File: src/rtl/div_if.sv
// Handshake and result bundle for the 16/8 unsigned divider.
// The div_by_zero flag exists only when DIV_ZERO_FLAG_EN is defined.
interface div_if;
  logic        start;
  logic [15:0] dividend;
  logic [7:0]  divisor;
  logic        busy;
  logic        done;
  logic [15:0] quotient;
  logic [7:0]  remainder;
`ifdef DIV_ZERO_FLAG_EN
  logic        div_by_zero;
`endif

`ifdef DIV_ZERO_FLAG_EN
  modport master (output start, dividend, divisor,
                  input  busy, done, quotient, remainder, div_by_zero);
  modport slave  (input  start, dividend, divisor,
                  output busy, done, quotient, remainder, div_by_zero);
`else
  modport master (output start, dividend, divisor,
                  input  busy, done, quotient, remainder);
  modport slave  (input  start, dividend, divisor,
                  output busy, done, quotient, remainder);
`endif
endinterface

File: src/rtl/div.sv
// Unsigned 16-bit by 8-bit restoring divider, one quotient bit per clock.
// Optional feature macro: DIV_ZERO_FLAG_EN -- a zero divisor short-cuts to
// DONE one cycle after acceptance and raises div_by_zero. Without it a zero
// divisor simply runs the 16 steps (yielding 16'hFFFF and dividend[7:0]).
module div (
  input  logic clk,
  input  logic rst,
  div_if.slave bus
);

  typedef enum logic [1:0] {
    IDLE = 2'd0,
    RUN  = 2'd1,
    DONE = 2'd2
  } state_t;

  state_t      state;
  logic [15:0] dvd;       // dividend, shifted left as bits are consumed
  logic [7:0]  dvs;       // captured divisor
  logic [8:0]  prem;      // partial remainder
  logic [15:0] q_work;    // quotient under construction
  logic [4:0]  count;     // steps completed
`ifdef DIV_ZERO_FLAG_EN
  logic        zero_pend; // zero divisor accepted, result due next edge
`endif

  logic [8:0]  shifted;
  logic [8:0]  trial;
  logic        qbit;

  // One restoring step: bring in the next dividend bit, subtract if it fits.
  always_comb begin
    shifted = {prem[7:0], dvd[15]};
    if (shifted >= {1'b0, dvs}) begin
      trial = shifted - {1'b0, dvs};
      qbit  = 1'b1;
    end else begin
      trial = shifted;
      qbit  = 1'b0;
    end
  end

  // Control FSM, datapath registers and registered outputs.
  always_ff @(posedge clk) begin
    if (rst) begin
      state         <= IDLE;
      dvd           <= 16'd0;
      dvs           <= 8'd0;
      prem          <= 9'd0;
      q_work        <= 16'd0;
      count         <= 5'd0;
      bus.busy      <= 1'b0;
      bus.done      <= 1'b0;
      bus.quotient  <= 16'd0;
      bus.remainder <= 8'd0;
`ifdef DIV_ZERO_FLAG_EN
      zero_pend       <= 1'b0;
      bus.div_by_zero <= 1'b0;
`endif
    end else begin
      case (state)
        IDLE, DONE: begin
          bus.done <= 1'b0;
`ifdef DIV_ZERO_FLAG_EN
          if (zero_pend) begin
            // Zero divisor: fixed result pattern, no iterations.
            zero_pend       <= 1'b0;
            bus.quotient    <= 16'hFFFF;
            bus.remainder   <= dvd[7:0];
            bus.div_by_zero <= 1'b1;
            bus.done        <= 1'b1;
            state           <= DONE;
          end else
`endif
          if (bus.start) begin
            dvd    <= bus.dividend;
            dvs    <= bus.divisor;
            prem   <= 9'd0;
            q_work <= 16'd0;
            count  <= 5'd0;
`ifdef DIV_ZERO_FLAG_EN
            bus.div_by_zero <= 1'b0;
            if (bus.divisor == 8'd0) begin
              zero_pend <= 1'b1;
              state     <= IDLE;
            end else begin
              bus.busy <= 1'b1;
              state    <= RUN;
            end
`else
            bus.busy <= 1'b1;
            state    <= RUN;
`endif
          end else begin
            state <= IDLE;
          end
        end
        RUN: begin
          // start is deliberately ignored while iterating.
          prem   <= trial;
          q_work <= {q_work[14:0], qbit};
          dvd    <= {dvd[14:0], 1'b0};
          count  <= count + 5'd1;
          if (count == 5'd15) begin
            bus.quotient  <= {q_work[14:0], qbit};
            bus.remainder <= trial[7:0];
            bus.busy      <= 1'b0;
            bus.done      <= 1'b1;
            state         <= DONE;
          end else begin
            state <= RUN;
          end
        end
        default: begin
          state    <= IDLE;
          bus.busy <= 1'b0;
          bus.done <= 1'b0;
        end
      endcase
    end
  end

endmodule

File: src/flat_wrapper.sv
// flat-port wrapper written by rule: the top's interface ports become plain ports
module div_flat 
  (clk, rst, bus_start, bus_dividend, bus_divisor, bus_busy, bus_done, bus_quotient, bus_remainder);
  div_if bus_i ();
  input  logic clk;
  input  logic rst;
  input wire logic [$bits(bus_i.start)-1:0] bus_start;
  input wire logic [$bits(bus_i.dividend)-1:0] bus_dividend;
  input wire logic [$bits(bus_i.divisor)-1:0] bus_divisor;
  output wire logic [$bits(bus_i.busy)-1:0] bus_busy;
  output wire logic [$bits(bus_i.done)-1:0] bus_done;
  output wire logic [$bits(bus_i.quotient)-1:0] bus_quotient;
  output wire logic [$bits(bus_i.remainder)-1:0] bus_remainder;
  assign bus_i.start = bus_start;
  assign bus_i.dividend = bus_dividend;
  assign bus_i.divisor = bus_divisor;
  assign bus_busy = bus_i.busy;
  assign bus_done = bus_i.done;
  assign bus_quotient = bus_i.quotient;
  assign bus_remainder = bus_i.remainder;
  div u_core (.clk(clk), .rst(rst), .bus(bus_i));
endmodule
File: config.mk
export PLATFORM = sky130hd
export DESIGN_NAME = div_flat
export DESIGN_NICKNAME = d
export VERILOG_FILES = /design/src/rtl/div_if.sv /design/src/rtl/div.sv /design/src/flat_wrapper.sv
export SDC_FILE = /design/constraint.sdc
export NUM_CORES = 1
export LEC_CHECK = 0
export CAP_MARGIN = 20
export CORE_MARGIN = 2
export CORE_UTILIZATION = 35
export CTS_CLUSTER_DIAMETER = 200
export DETAILED_ROUTE_END_ITERATION = 8
export SLEW_MARGIN = 20
export SYNTH_ARGS = -nofsm -noshare
export SYNTH_HDL_FRONTEND = slang
export SYNTH_SLANG_ARGS = --single-unit
File: constraint.sdc
create_clock -name clk -period 5.71 [get_ports clk]
set_input_delay 0.571 -clock clk [delete_from_list [all_inputs] [get_ports clk]]
set_output_delay 0.571 -clock clk [all_outputs]
set_load 0.02 [all_outputs]
==> results.md, run 1 <==
* Lkg Pwr at 0.001521 uW
* Total track usage at 15.30%
* Final net count at 454
* Most common cell in the synthesized netlist: dfxtp_1
* Post-synth EDFFs at 0
* Die Wd at 100.9 um
* CTS Hold Bufs at 0
* Slew Viols, Final at 0
* Row count at 35
* Clock root buffer master: clkbuf_8
* RSZ-0062 raised after global routing: false
* Seq/Total Area, Yosys at 48.71%
* Clock buffer depth at 2
* Syn_nets at 411
* Synth area leaders: dfxtp_1 49%, nand2_1 8.7%, a21oi_1 7.8%
* Startpoint Class: input port
* Total Wirelength at 7.307 mm
* Post-CTS Setup Inserts at 0
* Worst endpoint required time at 5.96 ns
* Status: finished, final reports clean
* Final Setup Violations at 0
* Total gr overflow at 0
* Slew margin rel. at 33.48%
* Iteration-0 DRC Markers at 110
* Vias in the first global route at 2684
* F_max at 433.4 MHz
* Post-synth top flop: dfxtp_1
* Yosys cell types at 53
* Initial antenna violation count at 0
* Post-Syn Instances at 373
* First-pass GRT wire length at 12.43 mm
* Max Clock Skew at 0.01254 ns
* Worst Tran Pin Value at 0.9978 ns
* Crit path largest cell delay at 0.71 ns
* Routability congestion estimate at 0.7521
* Largest area contributor in the netlist: dfxtp_1
* Commonest cells post-synth: 80 x dfxtp_1, 76 x nand2_1, 51 x a21oi_1
* Ys async rst share at 0%
* Max-Cap Viols at 0
* Overall Power at 1397 uW
* Synth warn at 0
* Worst-path clk slew at 0.09 ns
* # DRC at 0
* Pwr dens at 340.7 nW/um2
* Crit-path max FO at 51
* Mapped Area at 3288 um2
* Critical Path End Type: flop
* Vias per inst at 5.180
* Post_cts resized at 0
* Yosys top cell area share at 48.71%
* Average size of a mapped cell at 8.815 um2
* Tmin final at 2.307 ns
* Detail Route Antenna Nets at 0
* WP data arrival at 2.55 ns
* Area of the core at 9196 um2
* Final Hold Viols at 0
* Die height at 100.9 um
* First-pass iteration count of the detailed router at 4
* CTS buffer count at 9
* Worst Setup Path Type: input port to flop
* Slowest CP cell: buf_2
* Fin Setup TNS at 0 ns
* DP HPWL at 4.917 mm
* Diode count at 0
* Area Growth Syn to Fin at 24.66%
* H-tree lvl count at 3
* Clock Latency Late Sink at 0.35 ns
* Crit-path cells: buf_2 > clkinv_1 > nand2_1 > nor4_1 > a41o_2 > a31o_2
* Hold Crit Class: flop to flop
* Ports at 53
* IO Port Bufs at 52
* Routed length per instance at 13.73 um
* CTS tree: built
* Die ar. at 10190 um2
* Vias after detailed routing at 2756
* Yosys reg bits at 80
* Largest net degree at the start of global routing at 52
* Max IR drop VDD at 0.1458 mV
* Initial Util at 35.76%
* Share of layout cells above drive strength 1 at 8.076%
* Tcrit/Tclk final at 40.41%
* Clock tree sinks at 80
==> flip-flops by register name, summed over array words and instances (netlist names), 2 cells and up <==
register and flops:
u_core.bus.quotient 16, u_core.bus.remainder 8, u_core.count 5, u_core.dvd 16, u_core.dvs 8, u_core.prem 8
u_core.q_work 15, u_core.state 2
==> routing by layer <==
layer  GRT usage, %  vias up  wire, um
met3          3.467        7       291
met5              0        -         0
li1               -     1400         -
met4          5.301        0        82
met1          19.39     1302      3500
met2          25.64       47      3433
==> layout by cell type, fill, tap and decap left out, types with 2 or more instances in the layout <==
cell	Yosys	final
a211oi_1	3	3
a21o_1	2	2
a21oi_1	51	51
a22o_1	15	15
a22oi_1	17	17
and2_1	2	2
and3_1	2	2
buf_4	1	2
bufinv_16	0	2
clkbuf_8	1	9
clkdlybuf4s50_1	0	51
dfxtp_1	80	80
ha_1	10	10
inv_1	12	12
inv_6	0	3
mux2i_1	6	6
nand2_1	76	76
nand2b_1	3	3
nand3_1	4	4
nor2_1	16	14
nor2_2	0	2
o21ai_0	17	17
xnor2_1	4	4
==> worst max-delay path, delay by kind of cell <==
kind | cells | cell delay, ns
AOI/OAI and AO/OA | 2 | 0.45
buffers and inverters | 2 | 1.22
and+or+nand+nor | 2 | 0.24
==> kinds of logic after synthesis <==
kind of cell | share of synthesized area, %
AO/OA/AOI/OAI | 24.05
multiplexers | 1.827
adder cells (fa/ha/maj) | 4.414
flip-flops | 48.71
buffers and inverters | 4.680
AND/OR/NAND/NOR | 14.99
XOR/XNOR | 1.332
==> where the power goes <==
group | switching, uW | internal, uW
sequential | 18.3 | 582
combinational | 177 | 142
clock | 223 | 254
total | 418 | 978
==> final timing paths <==
check                                        startpoint                 endpoint  cells past startpoint  slack, ns
worst max-delay path                                rst  u_core.bus.remainder[2]                      6       3.40
worst min-delay path            u_core.bus.quotient[12]  u_core.bus.quotient[12]                      2       0.46
worst max register to register            u_core.dvs[1]  u_core.bus.remainder[4]                      8       3.43
worst min register to register  u_core.bus.quotient[12]  u_core.bus.quotient[12]                      2       0.46
==> metrics by stage <==
stage | utilization [%] | instance area, um2 | std cells | setup slack, ns | hold WS [ns]
6_report | 44.57 | 4099 | 532 | 3.403 | 0.4568
5_1_grt | 44.57 | 4099 | 532 | 3.225 | 0.4799
4_1_cts | 44.52 | 4094 | 532 | 3.377 | 0.4609
3_5_place_dp | 41.97 | 3860 | 516 | 3.036 | 0.4484
3_3_place_gp | 41.97 | 3860 | 516 | 3.095 | 0.4430
2_1_floorplan | - | 3288 | 373 | 3.712 | 0.4250
==> area by class of cell <==
class | instances | area, um2
flip-flops and latches | 80 | 1602
fillers | 906 | 5097
inverters | 13 | 48.80
well taps | 111 | 138.9
repair buffers | 54 | 530.5
multi-input cells | 258 | 1545
clock buffers | 9 | 123.9
clock inverters | 7 | 110.1
Note: power is estimated with default switching activity, not from simulation.
==> run 2, diff against run 1 <==
- clock period: 5.71 -> 2.4 ns (I/O delays scaled with it)
==> run 2 against run 1 <==
  * Hold slack got worse by 0.18 ns
  * Utilization is 0.27 points higher
  * Sequential power rose by 140%
  * Highest routed layer unchanged
==> results.md, run 2 (synthesis gave the netlist of run 1 again) <==
* Status: finished, final reports clean
* Clock Latency Late Sink at 0.34 ns (about the same)
* Iteration-0 DRC Markers at 55 (-50%)
* Commonest non-fill, non-tap cell in the layout: dfxtp_1
* Startpoint Class: flop
* Multi-input logic area at 1545 um2 (unchanged)
* Clock buffer depth at 2 (unchanged)
* DP HPWL at 5.300 mm (+7.8%)
* First-pass iteration count of the detailed router at 4 (unchanged)
* Slew margin rel. at 52.75% (+19 points)
* Tcrit/Tclk final at 89.44%
* F_max at 465.9 MHz
* WP data arrival at 2.38 ns (-0.17 ns)
* Worst Tran Pin Value at 0.7049 ns (-0.2928 ns)
* RSZ-0062 raised after global routing: false
* Hold WS at 0.2740 ns (-0.1828 ns)
* Largest net degree at the start of global routing at 25 (-52%)
* Met2 layer usage reported by global route at 25.28% (-0.36 points)
* Hold Crit Class: input port to flop
* Max-Cap Viols at 0 (unchanged)
* Area Growth Syn to Fin at 25.42%
* Critical Path End Type: flop
* Final net count at 461 (+1.5%)
* Diode count at 0 (unchanged)
* Total Wirelength at 7.437 mm (+1.8%)
* Share of layout cells above drive strength 1 at 9.346% (+1.3 points)
* # DRC at 0 (unchanged)
* Slew Viols, Final at 0 (unchanged)
* Die height at 100.9 um (unchanged)
* Global routing's busiest layer: met2
* Routed length per instance at 13.80 um (+0.46%)
* IO Port Bufs at 52 (unchanged)
* Lkg Pwr at 0.001539 uW (+1.2%)
* Total track usage at 15.66% (+0.36 points)
* Row count at 35 (unchanged)
* Routability congestion estimate at 0.8467 (+13%)
* Post_cts resized at 0 (unchanged)
* Worst Setup Slack, final at 0.2535 ns (-3.149 ns)
* Most frequent cells in the layout: 80 x dfxtp_1, 76 x nand2_1, 51 x a21oi_1, 51 x clkdlybuf4s50_1
* Ports at 53 (unchanged)
* Post-place setup slack at 0.2511 ns (-2.785 ns)
* Final Hold Viols at 0 (unchanged)
* Final Setup Violations at 0 (unchanged)
* CTS Hold Bufs at 0 (unchanged)
* Detail Route Antenna Nets at 0 (unchanged)
* Max IR drop VDD at 0.3074 mV (+110%)
* Max Clock Skew at 0.007123 ns (-0.005421 ns)
* GR Util met1 at 20.27% (+0.88 points)
* Die ar. at 10190 um2 (unchanged)
* Initial antenna violation count at 0 (unchanged)
* Die Wd at 100.9 um (unchanged)
* Vias per inst at 5.100 (-1.5%)
* Routing usage on met3 at 3.953% (+0.49 points)
* Tmin final at 2.146 ns
* Pwr dens at 777.7 nW/um2 (+130%)
* Post-CTS Setup Inserts at 0 (unchanged)
* H-tree lvl count at 3 (unchanged)
* Layout fillers at 904 (-0.22%)
* Fin Setup TNS at 0 ns (unchanged)
* CTS tree: built
* Seq. cell area at 1602 um2 (unchanged)
* Clock root buffer master: clkbuf_8
* CTS buffer count at 9 (unchanged)
* Vias after detailed routing at 2749 (-0.25%)
* Clock tree sinks at 80 (unchanged)
* Worst Setup Path Type: flop to flop
* First-pass GRT wire length at 12.63 mm (+1.6%)
* Worst endpoint required time at 2.64 ns (-3.32 ns)
* Largest regs: u_core.bus.quotient: 16 flops, u_core.dvd: 16 flops, u_core.q_work: 15 flops
* Vias in the first global route at 2680 (-0.15%)
* Total gr overflow at 0 (unchanged)
* Initial Util at 35.76% (unchanged)
* Crit-path max FO at 11 (-78%)
* Area of the core at 9196 um2 (unchanged)
* Worst-path clk slew at 0.09 ns (about the same)
* Overall Power at 3207 uW (+130%)
## run 2: final cells by class
type | count | area share [%]
Sequential cell | 80 | 38.84
Multi-Input combinational cell | 258 | 37.47
Timing Repair Buffer | 61 | 14.14
Clock buffer | 11 | 3.428
Tap cell | 111 | 3.368
Clock inverter | 5 | 1.578
Inverter | 13 | 1.183
## run 2: metal layers
layer | share of wire (%) | vias to the layer above
li1 | - | 1405
met1 | 48 | 1284
met2 | 47 | 50
met3 | 3.4 | 10
met4 | 1.5 | 0
met5 | 0 | -
## run 2: through the flow
stage | utilization (%) | cells | area (um2)
2_1_floorplan | - | 373 | 3288
3_3_place_gp | 42.54 | 523 | 3913
3_5_place_dp | 42.54 | 523 | 3913
4_1_cts | 44.79 | 539 | 4119
5_1_grt | 44.84 | 539 | 4124
6_report | 44.84 | 539 | 4124
## run 2: report_power, final
part	internal (uW)	total [uW]	switching (uW)	leakage [uW]
clock	519	1020	503	0.0000977
combinational	345	758	413	0.000792
sequential	1380	1430	43.8	0.000649
total	2250	3210	960	0.00154
## run 2: worst max-delay path, stage by stage, from the launching register on
cell and delay (ns):
dfxtp_1 0.36, ha_1 0.40, o21ai_1 0.16, a211oi_1 0.06
o2111a_2 0.29, or2_4 0.30, a41o_2 0.26, a31o_2 0.20
## run 2: final timing paths
path | end | start | cells past startpoint | slack, ns
min reg2reg | u_core.bus.quotient[11] | u_core.bus.quotient[11] | 2 | 0.46
min | u_core.dvs[5] | rst | 2 | 0.27
max reg2reg | u_core.bus.remainder[2] | u_core.prem[1] | 7 | 0.25
max | u_core.bus.remainder[2] | u_core.prem[1] | 7 | 0.25
